### src/rtl/f1_light_seq_if.sv
// rtl/f1_light_seq_if.sv - start-light sequencer bundle: driver inputs and light/timing outputs
// Signals: trigger, react (driver side -> sequencer);
//          data_out, busy, rt, rt_valid, false_start (sequencer -> driver side).
// Modports: master = button/wrapper side, slave = sequencer.
interface f1_light_seq_if #(
    parameter int NLIGHTS = 8,
    parameter int RT_W    = 16
) ();
    logic               trigger;
    logic               react;
    logic [NLIGHTS-1:0] data_out;
    logic               busy;
    logic [RT_W-1:0]    rt;
    logic               rt_valid;
    logic               false_start;

    modport master (
        output trigger, react,
        input  data_out, busy, rt, rt_valid, false_start
    );

    modport slave (
        input  trigger, react,
        output data_out, busy, rt, rt_valid, false_start
    );
endinterface

### src/rtl/f1_light_seq.sv
// rtl/f1_light_seq.sv - start-light sequencer: light fill, random hold, false start, reaction timer
// Ports: clk (clock), rst (async active-low reset),
//        bus.slave: trigger/react in; data_out (light bar, bit 0 first), busy,
//        rt (last reaction time, held), rt_valid (1-cycle pulse), false_start (sticky) out.
module f1_light_seq #(
    parameter int                NLIGHTS   = 8,
    parameter int                TICK_DIV  = 54,
    parameter int                LFSR_W    = 7,
    parameter logic [LFSR_W-1:0] LFSR_TAPS = 7'h44,
    parameter int                MIN_DELAY = 2,
    parameter int                RT_W      = 16
) (
    input  logic          clk,
    input  logic          rst,
    f1_light_seq_if.slave bus
);
    localparam int TCNT_W = $clog2(TICK_DIV);
    // Wide enough for the largest hold delay: (2^LFSR_W - 1) + MIN_DELAY.
    localparam int DLY_W  = $clog2((2 ** LFSR_W) + MIN_DELAY);

    typedef enum logic [2:0] {
        S_IDLE,
        S_SEQ,
        S_HOLD,
        S_OUT,
        S_DONE
    } state_t;

    state_t              state_q, state_d;
    logic [NLIGHTS-1:0]  data_out_q, data_out_d;
    logic [TCNT_W-1:0]   tick_cnt_q, tick_cnt_d;
    logic [DLY_W-1:0]    delay_q, delay_d;
    logic [RT_W-1:0]     rcnt_q, rcnt_d;
    logic [RT_W-1:0]     rt_q, rt_d;
    logic                rt_valid_q, rt_valid_d;
    logic                fs_q, fs_d;
    logic                busy_q, busy_d;
    logic [LFSR_W-1:0]   lfsr_q, lfsr_d;
    logic                tick;
    logic [NLIGHTS-1:0]  shifted;

    assign tick    = ((state_q == S_SEQ) || (state_q == S_HOLD)) &&
                     (tick_cnt_q == TCNT_W'(TICK_DIV - 1));
    assign shifted = {data_out_q[NLIGHTS-2:0], 1'b1};

    always_comb begin
        state_d    = state_q;
        data_out_d = data_out_q;
        tick_cnt_d = tick_cnt_q;
        delay_d    = delay_q;
        rcnt_d     = rcnt_q;
        rt_d       = rt_q;
        rt_valid_d = 1'b0;
        fs_d       = fs_q;
        // Free-running; a non-zero seed never reaches the all-zero lock-up state.
        lfsr_d     = {lfsr_q[LFSR_W-2:0], ^(lfsr_q & LFSR_TAPS)};

        if ((state_q == S_SEQ) || (state_q == S_HOLD)) begin
            tick_cnt_d = tick ? '0 : tick_cnt_q + 1'b1;
        end

        unique case (state_q)
            S_IDLE: begin
                data_out_d = '0;
                if (bus.trigger) begin
                    state_d    = S_SEQ;
                    tick_cnt_d = '0;
                end
            end
            S_SEQ: begin
                // A false start takes priority over any tick in the same cycle.
                if (bus.react) begin
                    state_d    = S_DONE;
                    fs_d       = 1'b1;
                    data_out_d = '0;
                end else if (tick) begin
                    data_out_d = shifted;
                    if (&shifted) begin
                        state_d    = S_HOLD;
                        tick_cnt_d = '0;
                        delay_d    = DLY_W'(lfsr_q) + DLY_W'(MIN_DELAY);
                    end
                end
            end
            S_HOLD: begin
                if (bus.react) begin
                    state_d    = S_DONE;
                    fs_d       = 1'b1;
                    data_out_d = '0;
                end else if (tick) begin
                    delay_d = delay_q - 1'b1;
                    // This tick brings the delay to zero: lights out, timer starts.
                    if (delay_q <= DLY_W'(1)) begin
                        state_d    = S_OUT;
                        data_out_d = '0;
                        rcnt_d     = '0;
                    end
                end
            end
            S_OUT: begin
                if (bus.react) begin
                    rt_d       = rcnt_q;
                    rt_valid_d = 1'b1;
                    state_d    = S_DONE;
                end else if (rcnt_q != {RT_W{1'b1}}) begin
                    rcnt_d = rcnt_q + 1'b1;
                end
            end
            S_DONE: begin
                data_out_d = '0;
                if (bus.trigger) begin
                    state_d    = S_SEQ;
                    tick_cnt_d = '0;
                    fs_d       = 1'b0;
                end
            end
            default: begin
                state_d    = S_IDLE;
                data_out_d = '0;
            end
        endcase

        busy_d = (state_d == S_SEQ) || (state_d == S_HOLD) || (state_d == S_OUT);
    end

    always_ff @(posedge clk or negedge rst) begin
        if (!rst) begin
            state_q    <= S_IDLE;
            data_out_q <= '0;
            tick_cnt_q <= '0;
            delay_q    <= '0;
            rcnt_q     <= '0;
            rt_q       <= '0;
            rt_valid_q <= 1'b0;
            fs_q       <= 1'b0;
            busy_q     <= 1'b0;
            lfsr_q     <= LFSR_W'(1);
        end else begin
            state_q    <= state_d;
            data_out_q <= data_out_d;
            tick_cnt_q <= tick_cnt_d;
            delay_q    <= delay_d;
            rcnt_q     <= rcnt_d;
            rt_q       <= rt_d;
            rt_valid_q <= rt_valid_d;
            fs_q       <= fs_d;
            busy_q     <= busy_d;
            lfsr_q     <= lfsr_d;
        end
    end

    assign bus.data_out    = data_out_q;
    assign bus.busy        = busy_q;
    assign bus.rt          = rt_q;
    assign bus.rt_valid    = rt_valid_q;
    assign bus.false_start = fs_q;
endmodule

### src/flat_wrapper.sv
// flat-port wrapper written by rule: the top's interface ports become plain ports
module f1_light_seq_flat 
#(
    parameter int                NLIGHTS   = 8,
    parameter int                TICK_DIV  = 54,
    parameter int                LFSR_W    = 7,
    parameter logic [LFSR_W-1:0] LFSR_TAPS = 7'h44,
    parameter int                MIN_DELAY = 2,
    parameter int                RT_W      = 16
)
  (clk, rst, bus_trigger, bus_react, bus_data_out, bus_busy, bus_rt, bus_rt_valid, bus_false_start);
  f1_light_seq_if #(.NLIGHTS(NLIGHTS), .RT_W(RT_W)) bus_i ();
  input  logic clk;
  input  logic rst;
  input wire logic [$bits(bus_i.trigger)-1:0] bus_trigger;
  input wire logic [$bits(bus_i.react)-1:0] bus_react;
  output wire logic [$bits(bus_i.data_out)-1:0] bus_data_out;
  output wire logic [$bits(bus_i.busy)-1:0] bus_busy;
  output wire logic [$bits(bus_i.rt)-1:0] bus_rt;
  output wire logic [$bits(bus_i.rt_valid)-1:0] bus_rt_valid;
  output wire logic [$bits(bus_i.false_start)-1:0] bus_false_start;
  assign bus_i.trigger = bus_trigger;
  assign bus_i.react = bus_react;
  assign bus_data_out = bus_i.data_out;
  assign bus_busy = bus_i.busy;
  assign bus_rt = bus_i.rt;
  assign bus_rt_valid = bus_i.rt_valid;
  assign bus_false_start = bus_i.false_start;
  f1_light_seq #(.NLIGHTS(NLIGHTS), .TICK_DIV(TICK_DIV), .LFSR_W(LFSR_W), .LFSR_TAPS(LFSR_TAPS), .MIN_DELAY(MIN_DELAY), .RT_W(RT_W)) u_core (.clk(clk), .rst(rst), .bus(bus_i));
endmodule
### config.mk
export PLATFORM = sky130hd
export DESIGN_NAME = f1_light_seq_flat
export DESIGN_NICKNAME = d
export VERILOG_FILES = /design/src/rtl/f1_light_seq_if.sv /design/src/rtl/f1_light_seq.sv /design/src/flat_wrapper.sv
export SDC_FILE = /design/constraint.sdc
export NUM_CORES = 1
export LEC_CHECK = 0
export ABC_CLOCK_PERIOD_IN_PS = 2300
export CAP_MARGIN = 20
export CORE_MARGIN = 4
export CORE_UTILIZATION = 25
export CTS_BUF_LIST = sky130_fd_sc_hd__clkbuf_4 sky130_fd_sc_hd__clkbuf_8
export DETAILED_ROUTE_END_ITERATION = 8
export MAX_ROUTING_LAYER = met4
export PLACE_DENSITY = 0.45
export SLEW_MARGIN = 10
export SYNTH_ARGS = -nofsm -noshare
export SYNTH_HDL_FRONTEND = slang
export SYNTH_SLANG_ARGS = --single-unit
### constraint.sdc
create_clock -name clk -period 2.3 [get_ports clk]
set_input_delay 0.46 -clock clk [delete_from_list [all_inputs] [get_ports clk]]
set_output_delay 0.46 -clock clk [all_outputs]
set_load 0.02 [all_outputs]
# == After elaboration in Yosys (flattened, before gate mapping) ==
# Index checks and enable logic that the tools add are counted.
# totals
reg_bits,67
latch_bits,0
mem_bits_rw,0
romBits,0
input_bits,4
out_inout_bits,27
mem_count,0
# classes
add_sub_neg,4
multipliers,0
n_div,0
order_cmp,1
eq_ne,22
n_shift,0
n_mux,39
bitwise_logic,1
n_reduce_logical,17
# ops
op,n
$mux 16,5
$mux 8,10
$mux 6,6
$pmux 16 s2,1
$mux 3,8
$pmux 8 s3,1
$add 16x1->16 const B,1
$ne 16x16->1 const B,1
$pmux 8 s2,1
$eq 3x2->1 const B,4
$ne 2x2->1 const B,6
$pmux 3 s4,1
$pmux 6 s2,1
$reduce_and 6->1,2
$add 7x2->8 const B,1
$le 8x1->1 const B,1
$ne 2x1->1 const B,4
$sub 8x1->8 const B,1
$reduce_and 7->1,1
$reduce_xor 7->1,1
$add 6x1->6 const B,1
$eq 3x1->1 const B,2
$eq 6x6->1 const B,1
$ne 3x2->1 const B,2
13 further kinds,21

# == Longest topological paths before layout ==
# depth
depth_word,9
depth_mapped,8
ltp_nobuf,7

# == Worst setup path after synthesis ==
# OpenSTA, ideal clock, no wires.
# synth_path
kind,reg2reg
start,register u_core.delay_q[2]
end,register u_core.rcnt_q[0]
setup_ns,0.125
arrival_ns,1.915
required_time_ns,2.175
path_slack_ns,0.260
path_stages_with_launch,7
path_cell_list,dfrtp_1 > or4_4 > nor4_4 > nor3b_2 > a21oi_2 > buf_6 > mux2_4
# synth_via
elab_chain_len,3
# synth_rtl
item,line,text
"start, declared",f1_light_seq.sv:32,"logic [DLY_W-1:0] delay_q, delay_d;"
"start signal, assigned",f1_light_seq.sv:142,delay_q <= delay_d;
$le 8x1->1,f1_light_seq.sv:93,if (delay_q <= DLY_W'(1)) begin
$ne 2x2->1 (no source line),--,
$reduce_and 6->1 (no source line),--,
"end signal, assigned",f1_light_seq.sv:143,rcnt_q <= rcnt_d;
"end, declared",f1_light_seq.sv:33,"logic [RT_W-1:0] rcnt_q, rcnt_d;"
# No other way between the ends.
# A chain may end at the register's enable or synchronous reset.

# == Worst setup path in the final report ==
# layout_path
start,register u_core.delay_q[3]
end,register u_core.rcnt_q[7]
# The elaborated chain is that of the path after synthesis.

==> out/qor.yml <==
sta:
  hold_violations: 0
  fmax_mhz: 481.1
  tightest_slew_ns: 0.6128
  clock_skew_ns: 0.01495
  fin_crit_ns: 2.079
  slew_headroom: 0.5914
  setup_viol: 0
  timing.final.crit_share: 0.9038
  tns_ns: 0
  grt_setup_unrepaired: "false"
  finalMaxSlewViolations: 0
final_layout:
  nNetsFinal: 419
  n_antenna_cell: 0
  post-route-cell-area_sq_um: 4224
  area_delta_synth_final_pct: 25.08
  fillCellCount: 1409
  seq_area_sq_um: 1678
  multiInputGateArea_sq_um: 1604
  drive_gt1_frac: 0.1498
worst_setup_path:
  worst-r2r-setup-slack_ns: 0.22
  r2r_end: "u_core.rcnt_q[7]"
  worstSetupEndpoint: "u_core.rcnt_q[7]"
  path_class: "register to register"
  critPathLaunch: "u_core.delay_q[3]"
  worstPathRequired_ns: 2.54
  setup.worst_path.end_class: "register"
  cp_max_fo: 10
  timing.rr.start: "u_core.delay_q[3]"
  worstPathArrival_ns: 2.32
  reg2reg_depth: 6
  critPathLaunchType: "register"
cts:
  insertion_delay_ns: 0.36
  ctsResizeCount: 0
  holdBufCountCts: 0
  post_cts_buffers: 0
  cts_tree: "done"
  cts.sinks: 67
  cts-root-buf: "clkbuf_8"
  htree_levels: 3
  cts.clk_slew.worst_paths_ns: 0.08
  clock_path_buffers: 2
  cts_buffers: 9
die:
  die_area_sq_um: 15430
  placementRows: 42
  floorplan.initialDensity: 0.2550
  die_w_um: 124.2
  fp.coreArea_sq_um: 13240
  die_h_um: 124.2
  ios: 31
global_route:
  globalRouteOverflowTotal: 0
  grt_pass1_vias: 2758
  grt_usage: 0.1141
  grt_pass1_wl_um: 13870
  antenna_found_initial: 0
  grt_max_degree: 34
synthesis:
  synth_nets: 371
  ys_types: 53
  synth_cells: 361
  yosysSeqAreaShare: 0.4969
  synth_edf_count: 0
  synth-seq-cells: 67
  netlist_area_sq_um: 3377
  avgSynthCellArea_sq_um: 9.355
  ys_warn_count: 0
  yosys_most_used_dff: "dfrtp_1"
  synthArstFlopShare: 1.000
hold_path:
  hold_class: "input pin to async pin"
route:
  drtPass1Iterations: 6
  drtIter0Drc: 177
  vias: 2725
  drt-total-wl_um: 7964
  routedWlPerCell_um: 13.50
  ant_nets: 0
  remaining_drc_errors: 0
  avgViaCountPerCell: 4.619
outcome:
  status: "finished, final reports clean"
place:
  dp.final_hpwl_um: 5588
  port_buffers: 30
  place_area_sq_um: 4009
  gp_congestion: 0.8130
pwr:
  power_density_nw_per_um2: 643.6
  p_leak_nw: 1.918
  ir_worst_vdd_v: 0.0002421
job:
  maxCapViolCount: 0
[worst min-delay path by stage]
stage / end / slack, ns / depth (start not counted)
global placement: u_core.lfsr_q[1] / 0.39 / 0
detailed placement: u_core.lfsr_q[1] / 0.39 / 0
finish: u_core.state_q[1] / 0.11 / 1
CTS: u_core.rcnt_q[15] / 0.12 / 1
floorplan: u_core.bus.busy / 0.16 / 0
global route: u_core.rcnt_q[15] / 0.13 / 1
[worst max-delay path: stages (launching register included)]
cell and delay (ns):
dfrtp_1 0.38, or4_4 0.56, nor4_4 0.16, nor3b_2 0.23, a21oi_2 0.10, buf_4 0.19, a221o_1 0.34
[report_power, final]
| group | internal, W | switching (W) | total [W] |
|---|---|---|---|
| clock | 0.000613 | 0.000438 | 0.00105 |
| combinational | 0.000161 | 0.000203 | 0.000364 |
| sequential | 0.00123 | 0.0000722 | 0.00130 |
| total | 0.00200 | 0.000714 | 0.00272 |
[final cells by class]
cell class / count / share of cell area
multi-input combinational: 271 / 0.3797
clock buffer: 14 / 0.04265
tap: 176 / 0.05213
sequential: 67 / 0.3972
timing repair buffer: 53 / 0.1137
inverter: 7 / 0.006220
clock inverter: 2 / 0.008294
[state kept, by name (all words and copies together), names as in the netlist]
name / flops
u_core.bus.rt: 16
u_core.bus.rt_valid: 1
u_core.lfsr_q: 7
u_core.bus.false_start: 1
u_core.tick_cnt_q: 6
u_core.bus.data_out: 8
u_core.rcnt_q: 16
u_core.bus.busy: 1
u_core.delay_q: 8
u_core.state_q: 3
[kinds of logic (layout without fill, tap and decap cells)]
kind of cell / after synthesis / in the layout / share of synthesized area
buf+inv: 23 / 76 / 0.02816
mux: 11 / 11 / 0.03483
simple gates: 178 / 178 / 0.2634
xor+xnor: 11 / 11 / 0.02853
fa+ha+maj: 6 / 6 / 0.02223
flops: 67 / 67 / 0.4969
compound gates: 65 / 65 / 0.1260
[layout by cell type (no fill, tap or decap), types with 4 or more instances in the layout]
cell type and instances:
ha_1 6, buf_4 22, dfrtp_1 66, o2bb2ai_1 5
inv_1 6, nand2_1 76, nor3_1 8, nand4_1 10
and3_1 6, a21oi_1 21, clkdlybuf4s50_1 29, o21ai_0 15
nand3_1 14, nand2b_1 11, a211o_2 4, xor2_1 8
nor2_1 24, clkbuf_8 12, or2_2 5, mux2i_1 8
and4_1 4
[synthesized netlist by cell type, types with 3 or more instances]
master,n,area share
nor4b_1,3,0.0078
mux2i_1,8,0.024
o21ai_0,15,0.022
xnor2_1,3,0.0078
a21oi_1,21,0.031
a31o_2,3,0.0078
nand4_1,10,0.019
nor2b_1,3,0.0056
inv_1,6,0.0067
nor3_1,8,0.012
ha_1,6,0.022
dfrtp_1,66,0.49
nor2_1,24,0.027
or2_2,5,0.0093
clkbuf_1,13,0.014
nand2_1,76,0.084
o2bb2ai_1,5,0.013
nand2b_1,11,0.020
and4_1,4,0.010
nand3_1,14,0.021
xor2_1,8,0.021
a211o_2,4,0.012
nor4_1,3,0.0056
a22o_1,3,0.0078
and3_1,6,0.011
[metal layers]
metal	vias to the layer above	GRT usage	wire length (um)
met4	0	0.04642	171
met1	1302	0.1502	4011
li1	1364	-	-
met5	-	-	0
met2	47	0.1628	3502
met3	12	0.03565	279
[metrics by stage]
step / hold WS [ns] / worst slack [ns] / total power, W / util / cells
floorplan: 0.1644 / 0.2601 / 0.001528 / - / 361
global placement: 0.3938 / 0.1199 / 0.001694 / 0.3027 / 574
detailed placement: 0.3939 / 0.05782 / 0.001696 / 0.3027 / 574
CTS: 0.1161 / 0.1186 / 0.002775 / 0.3190 / 590
global route: 0.1297 / 0.07225 / 0.002886 / 0.3190 / 590
finish: 0.1135 / 0.2213 / 0.002718 / 0.3190 / 590
No activity file was read; power rests on OpenSTA's default activity.
